==> config.mk <==
export PLATFORM = sky130hd
export DESIGN_NAME = calc_entry_sequencer
export DESIGN_NICKNAME = d
export VERILOG_FILES = /design/src/rtl/calc_pkg.sv /design/src/rtl/key_event_detect.sv /design/src/rtl/calc_entry_sequencer.sv
export SDC_FILE = /design/constraint.sdc
export NUM_CORES = 1
export LEC_CHECK = 0
export CAP_MARGIN = 20
export CORE_MARGIN = 5
export CORE_UTILIZATION = 50
export CTS_CLUSTER_SIZE = 40
export DETAILED_ROUTE_END_ITERATION = 12
export MAX_ROUTING_LAYER = met4
export PLACE_DENSITY = 0.89
export SETUP_SLACK_MARGIN = 0.15
export SLEW_MARGIN = 20
export SYNTH_ARGS = -nofsm -noshare
export SYNTH_HDL_FRONTEND = slang
export SYNTH_HIERARCHICAL = 1
export SYNTH_SLANG_ARGS = --single-unit
==> constraint.sdc <==
create_clock -name clk -period 3.35 [get_ports clk]
set_input_delay 0.8375 -clock clk [delete_from_list [all_inputs] [get_ports clk]]
set_output_delay 0.8375 -clock clk [all_outputs]
set_load 0.02 [all_outputs]
==> src/rtl/calc_pkg.sv <==
// Shared codes for the calculator entry path: key op codes, display selects, FSM states.
package calc_pkg;

  localparam logic [3:0] OP_MUL = 4'd1;
  localparam logic [3:0] OP_ADD = 4'd2;
  localparam logic [3:0] OP_SUB = 4'd3;
  localparam logic [3:0] OP_DIV = 4'd4;
  localparam logic [3:0] OP_EQ  = 4'd14;

  localparam logic [1:0] DISP_A   = 2'd0;
  localparam logic [1:0] DISP_B   = 2'd1;
  localparam logic [1:0] DISP_RES = 2'd2;
  localparam logic [1:0] DISP_ERR = 2'd3;

  typedef enum logic [1:0] {
    ENTER_A = 2'd0,
    ENTER_B = 2'd1,
    CALC    = 2'd2,
    SHOW    = 2'd3
  } state_t;

  function automatic logic is_arith_op(input logic [3:0] code);
    return (code >= OP_MUL) && (code <= OP_DIV);
  endfunction

endpackage

==> src/rtl/key_event_detect.sv <==
// Turns the decoder's click levels into a single-cycle key event with its code and kind.
module key_event_detect (
  input  logic       clk,
  input  logic       rst_n,
  input  logic       new_digit,
  input  logic       new_op,
  input  logic [3:0] key_code,
  output logic       key_evt,
  output logic       key_is_op,
  output logic [3:0] key_val
);

  logic lvl, lvl_q;

  assign lvl = new_digit | new_op;

  always_ff @(posedge clk or negedge rst_n) begin
    if (!rst_n) lvl_q <= 1'b0;
    else        lvl_q <= lvl;
  end

  // Only the rising edge counts, so a held click (and any code wobble under it) is one event.
  assign key_evt   = lvl & ~lvl_q;
  assign key_is_op = ~new_digit;
  assign key_val   = key_code;

endmodule

==> src/rtl/calc_entry_sequencer.sv <==
// Calculator entry FSM: builds operands A/B, runs one ALU transaction per '=', holds the result.
// Optional CALC_CHAIN_RESULT_EN: an op key in SHOW continues from the result as new operand A.
module calc_entry_sequencer
  import calc_pkg::*;
#(
  parameter int WIDTH      = 16,
  parameter int MAX_DIGITS = 4
) (
  input  logic             clk,
  input  logic             rst_n,
  input  logic             new_digit,
  input  logic             new_op,
  input  logic [3:0]       key_code,
  output logic             alu_start,
  output logic [WIDTH-1:0] alu_a,
  output logic [WIDTH-1:0] alu_b,
  output logic [3:0]       alu_op,
  input  logic             alu_done,
  input  logic [WIDTH-1:0] alu_result,
  output logic [WIDTH-1:0] disp_value,
  output logic [1:0]       disp_sel,
  output logic             busy,
  output logic             err
);

  localparam int              CW   = $clog2(MAX_DIGITS + 1);
  localparam logic [CW-1:0]   MAXD = CW'(MAX_DIGITS);

  logic             key_evt, key_is_op;
  logic [3:0]       key_val;

  state_t           state_q, state_d;
  logic [WIDTH-1:0] a_q, a_d, b_q, b_d, r_q, r_d, disp_q, disp_d;
  logic [CW-1:0]    na_q, na_d, nb_q, nb_d;
  logic [3:0]       op_q, op_d;
  logic [1:0]       sel_q, sel_d;
  logic             err_q, err_d, start_q, start_d;

  key_event_detect u_key (
    .clk       (clk),
    .rst_n     (rst_n),
    .new_digit (new_digit),
    .new_op    (new_op),
    .key_code  (key_code),
    .key_evt   (key_evt),
    .key_is_op (key_is_op),
    .key_val   (key_val)
  );

  function automatic logic [WIDTH-1:0] acc(input logic [WIDTH-1:0] v, input logic [3:0] d);
    return v * WIDTH'(10) + WIDTH'(d);
  endfunction

  always_comb begin
    state_d = state_q;
    a_d     = a_q;
    b_d     = b_q;
    r_d     = r_q;
    na_d    = na_q;
    nb_d    = nb_q;
    op_d    = op_q;
    err_d   = err_q;
    start_d = 1'b0;
    disp_d  = disp_q;
    sel_d   = sel_q;

    case (state_q)
      ENTER_A: begin
        if (key_evt && !key_is_op) begin
          if (na_q < MAXD) begin
            a_d  = acc(a_q, key_val);
            na_d = na_q + CW'(1);
          end
        end else if (key_evt && is_arith_op(key_val)) begin
          op_d    = key_val;
          b_d     = '0;
          nb_d    = '0;
          state_d = ENTER_B;
        end
      end
      ENTER_B: begin
        if (key_evt && !key_is_op) begin
          if (nb_q < MAXD) begin
            b_d  = acc(b_q, key_val);
            nb_d = nb_q + CW'(1);
          end
        end else if (key_evt && is_arith_op(key_val)) begin
          if (nb_q == '0) op_d = key_val;
        end else if (key_evt && key_val == OP_EQ && nb_q != '0) begin
          if (op_q == OP_DIV && b_q == '0) begin
            err_d   = 1'b1;
            state_d = SHOW;
          end else begin
            start_d = 1'b1;
            state_d = CALC;
          end
        end
      end
      CALC: begin
        if (alu_done) begin
          r_d     = alu_result;
          state_d = SHOW;
        end
      end
      SHOW: begin
        if (key_evt && !key_is_op) begin
          a_d     = WIDTH'(key_val);
          na_d    = CW'(1);
          b_d     = '0;
          nb_d    = '0;
          err_d   = 1'b0;
          state_d = ENTER_A;
        end
`ifdef CALC_CHAIN_RESULT_EN
        else if (key_evt && is_arith_op(key_val)) begin
          // Result becomes A; digit count is saturated so A cannot be extended.
          a_d     = r_q;
          na_d    = MAXD;
          op_d    = key_val;
          b_d     = '0;
          nb_d    = '0;
          err_d   = 1'b0;
          state_d = ENTER_B;
        end
`endif
      end
      default: state_d = ENTER_A;
    endcase

    // Display is computed from next-state values so it moves together with the operands.
    case (state_d)
      ENTER_B: begin
        if (nb_d != '0) begin
          disp_d = b_d;
          sel_d  = DISP_B;
        end else begin
          disp_d = a_d;
          sel_d  = DISP_A;
        end
      end
      SHOW: begin
        disp_d = r_d;
        sel_d  = err_d ? DISP_ERR : DISP_RES;
      end
      default: begin
        disp_d = a_d;
        sel_d  = DISP_A;
      end
    endcase
  end

  always_ff @(posedge clk or negedge rst_n) begin
    if (!rst_n) begin
      state_q <= ENTER_A;
      a_q     <= '0;
      b_q     <= '0;
      r_q     <= '0;
      na_q    <= '0;
      nb_q    <= '0;
      op_q    <= '0;
      err_q   <= 1'b0;
      start_q <= 1'b0;
      disp_q  <= '0;
      sel_q   <= '0;
    end else begin
      state_q <= state_d;
      a_q     <= a_d;
      b_q     <= b_d;
      r_q     <= r_d;
      na_q    <= na_d;
      nb_q    <= nb_d;
      op_q    <= op_d;
      err_q   <= err_d;
      start_q <= start_d;
      disp_q  <= disp_d;
      sel_q   <= sel_d;
    end
  end

  assign alu_start  = start_q;
  assign alu_a      = a_q;
  assign alu_b      = b_q;
  assign alu_op     = op_q;
  assign disp_value = disp_q;
  assign disp_sel   = sel_q;
  assign busy       = (state_q == CALC);
  assign err        = err_q;

endmodule

==> Word-level counts from Yosys, hierarchy flattened <==
Index checks and enable logic that the tools add are counted.
{ "totals": {"register_bits": 81, "inputBits": 25, "out_inout_bits": 57, "word_cells": 108} }
{ "classes": {"add_sub_neg": 4, "n_mul": 2, "magnitude_cmp": 4, "n_eq_ne": 15, "muxes": 53, "bitwise_logic": 3, "reduce_logical": 15} }
{ "ops": {"columns": ["operator", "count"], "rows": [
  ["16-bit 2-to-1 mux", 11],
  ["16-bit case mux with 2 select lines", 2],
  ["16-bit case mux with 3 select lines", 1],
  ["16-bit by 4-bit adder with 16-bit output", 2],
  ["16-bit by 3-bit multiplier with 15-bit output, second input constant", 2],
  ["3-bit 2-to-1 mux", 8],
  ["4-bit 2-to-1 mux", 5],
  ["16-bit logical NOT", 1],
  ["2-bit inequality test, second input constant", 8],
  ["2-bit 2-to-1 mux", 7],
  ["1-bit 2-to-1 mux", 13],
  ["3-bit case mux with 3 select lines", 1],
  ["2-bit case mux with 4 select lines", 1],
  ["4-bit case mux with 2 select lines", 1],
  ["3-bit by 1-bit adder with 3-bit output, second input constant", 2],
  ["2-bit == test, second input constant", 3],
  ["1-bit logical AND", 6],
  ["3-bit less-than comparator, second input constant", 2],
  ["3-bit case mux with 2 select lines", 1],
  ["6-bit AND reduction", 1],
  ["3-bit nonzero test", 2],
  ["2-bit by 1-bit == test with 1-bit output, second input constant", 2],
  ["4-bit by 3-bit == test with 1-bit output, second input constant", 1],
  ["4-bit == test, second input constant", 1],
  ["11 further kinds", 12]
]} }

==> Logic depth before layout (Yosys ltp) <==
{ "logic_depth": {"ltp_word": 10, "depth_mapped": 12, "mapped_depth_nobuf": 12} }

==> Modules after synthesis <==
Netlist, hierarchy kept.
{ "modules_own_cells": {"columns": ["mod", "instances", "cells_each", "area_each_um2", "seq_area_each_um2"], "rows": [
  ["calc_entry_sequencer", 1, 574, 5600.4, 2001.9],
  ["key_event_detect", 1, 8, 75.1, 25.0]
]} }

==> Worst setup path after synthesis <==
Ideal clock, no wire load.
{ "synth_path": {"path_kind": "register to register", "start": "register b_q[1] (netlist: alu_b[1])", "end": "register disp_q[14] (netlist: disp_value[14])", "setup_time_ns": 0.087, "t_arrival_ns": 3.240, "required_ns": 3.263, "path_slack_ns": 0.024, "stages_incl_launch_ff": 13, "n_path_buf": 0, "period_less_slack_ns": 3.326, "cell_sequence": "dfrtp_1 ha_1 ha_1 inv_1 fa_1 nor2b_1 o22ai_1 xnor2_1 nand4_1 nor4b_1 nand3_1 or4b_1 o211ai_1"} }
{ "synth_via": {"elab_chain_cells": 9, "elab_cells_between_ends": 16, "classes_between": "1 x add/sub; 1 x mul; 2 x eq/ne; 10 x mux; 2 x reduce/logical"} }
{ "synth_rtl": {"columns": ["element", "line", "text"], "rows": [
  ["start: declaration", "calc_entry_sequencer.sv:33", "logic [WIDTH-1:0] a_q, a_d, b_q, b_d, r_q, r_d, disp_q, disp_d;"],
  ["start signal: assignment", "calc_entry_sequencer.sv:156", "b_q <= '0;"],
  ["start signal: assignment", "calc_entry_sequencer.sv:168", "b_q <= b_d;"],
  ["parallel branches: the longest is 8 deep, another holds 16-bit by 3-bit multiplier with 15-bit output", null, null],
  ["16-bit case mux with 2 select lines (*)", "calc_entry_sequencer.sv:131", "case (state_d)"],
  ["named net disp_d[14]", "calc_entry_sequencer.sv:33", null],
  ["end signal: assignment", "calc_entry_sequencer.sv:175", "disp_q <= disp_d;"],
  ["end: declaration", "calc_entry_sequencer.sv:33", null]
]} }
Mark *: on every way through the listed nets, which the timed path passes.
A chain may end at the register's enable or synchronous reset.

==> Worst setup path after layout <==
{ "layout_path": {"start": "register a_q[3] (netlist: alu_a[3])", "end": "register disp_q[14] (netlist: disp_value[14])"} }
{ "layout_via": {"elab_chain_cells": 7} }
{ "layout_rtl": {"columns": ["element", "line", "text"], "rows": [
  ["start: declaration", "calc_entry_sequencer.sv:33", null],
  ["start signal: assignment", "calc_entry_sequencer.sv:155", "a_q <= '0;"],
  ["start signal: assignment", "calc_entry_sequencer.sv:167", "a_q <= a_d;"],
  ["16-bit by 3-bit multiplier with 15-bit output (*)", "calc_entry_sequencer.sv:51", "return v * WIDTH'(10) + WIDTH'(d);"],
  ["16-bit by 4-bit adder with 16-bit output (*)", "calc_entry_sequencer.sv:51", null],
  ["16-bit 2-to-1 mux (*)", "calc_entry_sequencer.sv:70", "if (na_q < MAXD) begin"],
  ["16-bit 2-to-1 mux (*)", "calc_entry_sequencer.sv:69", "if (key_evt && !key_is_op) begin"],
  ["16-bit case mux with 2 select lines (*)", "calc_entry_sequencer.sv:67", "case (state_q)"],
  ["16-bit 2-to-1 mux", "calc_entry_sequencer.sv:133", "if (nb_d != '0) begin"],
  ["16-bit case mux with 2 select lines (*)", "calc_entry_sequencer.sv:131", null],
  ["named net disp_d[14]", "calc_entry_sequencer.sv:33", null]
]} }
Mark *: on every way through the listed nets, which the timed path passes. The rest lies on a longest branch.

==> run metrics <==
period utilization=approximately 97%; register bit count reported by yosys=slightly above 80; Routed Antenna Nets=0; Worst-Skew Late Latency=around 0.34 ns; status=completed; syn avg cell area=9.75 um^2; CTS buffer count=9; die width=117 um; layout net count=roughly 820; CTS sink count=81; Synth top area share=between 30 and 40%; Root Driver=clkbuf_16; Overflow after GRT=0; CP max FO=5; Rows=39; boundary pin count=between 80 and 90; First-pass DRT Iterations=5; IO buf count=81; Reg clk slew, reported paths=~0.060 ns; largest net degree at the start of global routing=43; antenna violations before repair=0; Compound-Gate Fraction of Synth Area=approximately a fifth; worst r2r src=alu_a[3]; GPL Wtd Cong=just under 1; Starting Density=between 50% and 60%; layout cell share with drive strength beyond 1=roughly a quarter; RSZ-0062 raised after global routing=yes; Final Power=around 4.5 mW; post-route cell area=just under 8000 um^2; H-tree levels=3; Worst Max-Slew Pin Slew=about 0.73 ns; largest family of logic cells by synthesized area=compound AO/OA/AOI/OAI gates; worst setup path startpoint=alu_a[3]; post-synth net total=between 600 and 700; async set-reset flop share out of synthesis=100%; Tightest Hold Check Type=in2async; Yosys top cell by area=dfrtp_1; Reg2Reg Setup Slack=between 0.1 and 0.15 ns; worst hold margin=approximately 0.48 ns; fmax=0.308 GHz; worst-path cell chain=buf_4 > ha_1 > ha_4 > o211ai_1 > o211ai_1 > nand2_2 > xor2_4 > or3_4 > o31a_1 > a311oi_2 > o211ai_1; hpwl dp=13300 um; R2R cell count=11; Slew Limit Fails=0; TritonCTS clock tree=done; Cell Area, Synth=between 5000 and 6000 um^2; crit path max-delay cell type=dfrtp_1; simple-gate share of the synthesized area=between 10% and 20%; Layout area overhead=38.0%; most frequent cells in the layout=buf_4, dfrtp_1, clkdlybuf4s50_1; commonest non-fill, non-tap cell in the layout=buf_4; Fin. Hold Viols=0; routed length per instance=20.5 um; DIE AREA=around 14000 um^2; Top Family by Delay on Critical Path=compound AO/OA/AOI/OAI gates; Worst Path Buf+Inv=1; sequential area share after synthesis=a little over a third; CP Data Arrival Time=~3.5 ns; max_cap viols=0; Fin Setup TNS=0 ns; Startpoint Class=flip-flop; pwr/cell area=between 500 and 600 nW/um^2; EDFF count, synth=0; Fin Clk Skew=roughly 0.008 ns; vias per inst=6.16; top post-synthesis cells by area=dfrtp_1, ha_1, mux2_2; Critical Path RT=3.55 ns; Remaining DRCs=0; core region area=roughly 11000 um^2; Max rail drop VDD=about 0.40 mV; Global Route Usage Sum=a little over a quarter; placed inst area=approximately 7100 um^2; Syn Inst Count=about 580; first-pass GRT wire length=~27000 um; post-synthesis mux area share=4.52%; fin crit period=between 3 and 4 ns; Synth Warn #=6; CTS Buffer Depth=2; Synth Area in Adders=around 14%; Diodes inserted=0; crit-path most repeated cell=o211ai_1; Leakage=3.69 nW; DR vias=~5400; Worst setup EP type=flip-flop; xor/xnor cell area share of the yosys netlist=between 6 and 7%; worst r2r dst=disp_value[14]; Post-Route WL=~18000 um; Distinct cells, synth=between 70 and 80; CTS hold repair buffers=0; Crit Path Class=reg2reg; final setup vio count=0; Slew HR=approximately 51%; vias in the first global route=about 5400; Largest stage delay, worst path=0.41 ns; Most used DFF post-synth=dfrtp_1; Detailed Route Iter0 Violations=465; die height=around 120 um
[timing repair]
item | in CTS | in global routing
resized for setup | 20 | 44
endpoints found under the setup margin | 15 | 18
setup buffers | 5 | 11
pin swaps | 12 | 21
[cell type report]
class / instances / area (um^2)
clock buffer: 12 / 256
clock inverter: 4 / 51.3
fill: 829 / 3440
inverter: 19 / 83.8
multi-input combinational: 463 / 3810
sequential: 81 / 2030
tap: 143 / 179
timing repair buffer: 161 / 1420
[layer usage]
metal | track usage [%] | routed length [um] | vias up
li1 | - | - | 2473
met1 | 32.6 | 7290 | 2682
met2 | 44.2 | 9320 | 232
met3 | 3.78 | 995 | 51
met4 | 8.03 | 512 | 0
met5 | - | 0 | -
[sequential cells by signal, summed over array words and instances (netlist names)]
register     count
err              1
alu_start        1
na_q             3
alu_b           16
disp_value      16
r_q             16
alu_a           16
disp_sel         2
u_key/lvl_q      1
nb_q             3
state_q          2
alu_op           4
[worst reg2reg max path: stages (launching register included)]
cell and delay, ns:
dfrtp_1 0.41, buf_4 0.16, ha_1 0.35, ha_4 0.32, o211ai_1 0.12, o211ai_1 0.32
nand2_2 0.14, xor2_4 0.20, or3_4 0.40, o31a_1 0.35, a311oi_2 0.21, o211ai_1 0.14
[report_power, final]
part | internal [mW] | total, mW | leakage (nW) | switching, mW
clock | 0.618 | 1.02 | 0.149 | 0.400
combinational | 1.04 | 2.27 | 2.45 | 1.23
sequential | 1.12 | 1.24 | 1.09 | 0.116
[logic make-up after synthesis]
logic type                 Yosys count
AOI/OAI and AO/OA                  159
xor gates and xnor gates            39
adders and majority gates           63
buffers and inverters               38
DFF                                 81
muxes                               23
and+or+nand+nor                    179
[stage by stage]
stage,utilization [%],setup slack [ns],cells
3_5_place_dp,62.8,-0.344,851
4_1_cts,66.7,0.150,872
2_1_floorplan,-,0.174,582
5_1_grt,69.5,-0.0338,883
6_report,69.5,0.102,883
3_3_place_gp,62.8,-0.250,851
[cell usage after synthesis (all sizes together), types with 8 or more instances]
library cell,n
dfrtp,81
ha,59
nand2,56
o21ai,41
nor2,32
xor2,25
a21oi,21
mux2,21
inv,18
a22o,14
xnor2,13
nor3,12
a21o,11
clkbuf,11
nor4,11
nand2b,9
o211ai,9
buf,8
nor2b,8
[how the worst max path moves through the flow]
| stage | end | slack, ns | depth (start not counted) |
|---|---|---|---|
| CTS | disp_value[14] | 0.15 | 11 |
| floorplan | disp_value[14] | 0.17 | 11 |
| global route | disp_value[14] | -0.03 | 11 |
| finish | disp_value[14] | 0.10 | 11 |
| global placement | disp_value[14] | -0.25 | 10 |
| detailed placement | disp_value[14] | -0.34 | 10 |
Power figures use the tool's default switching activity.
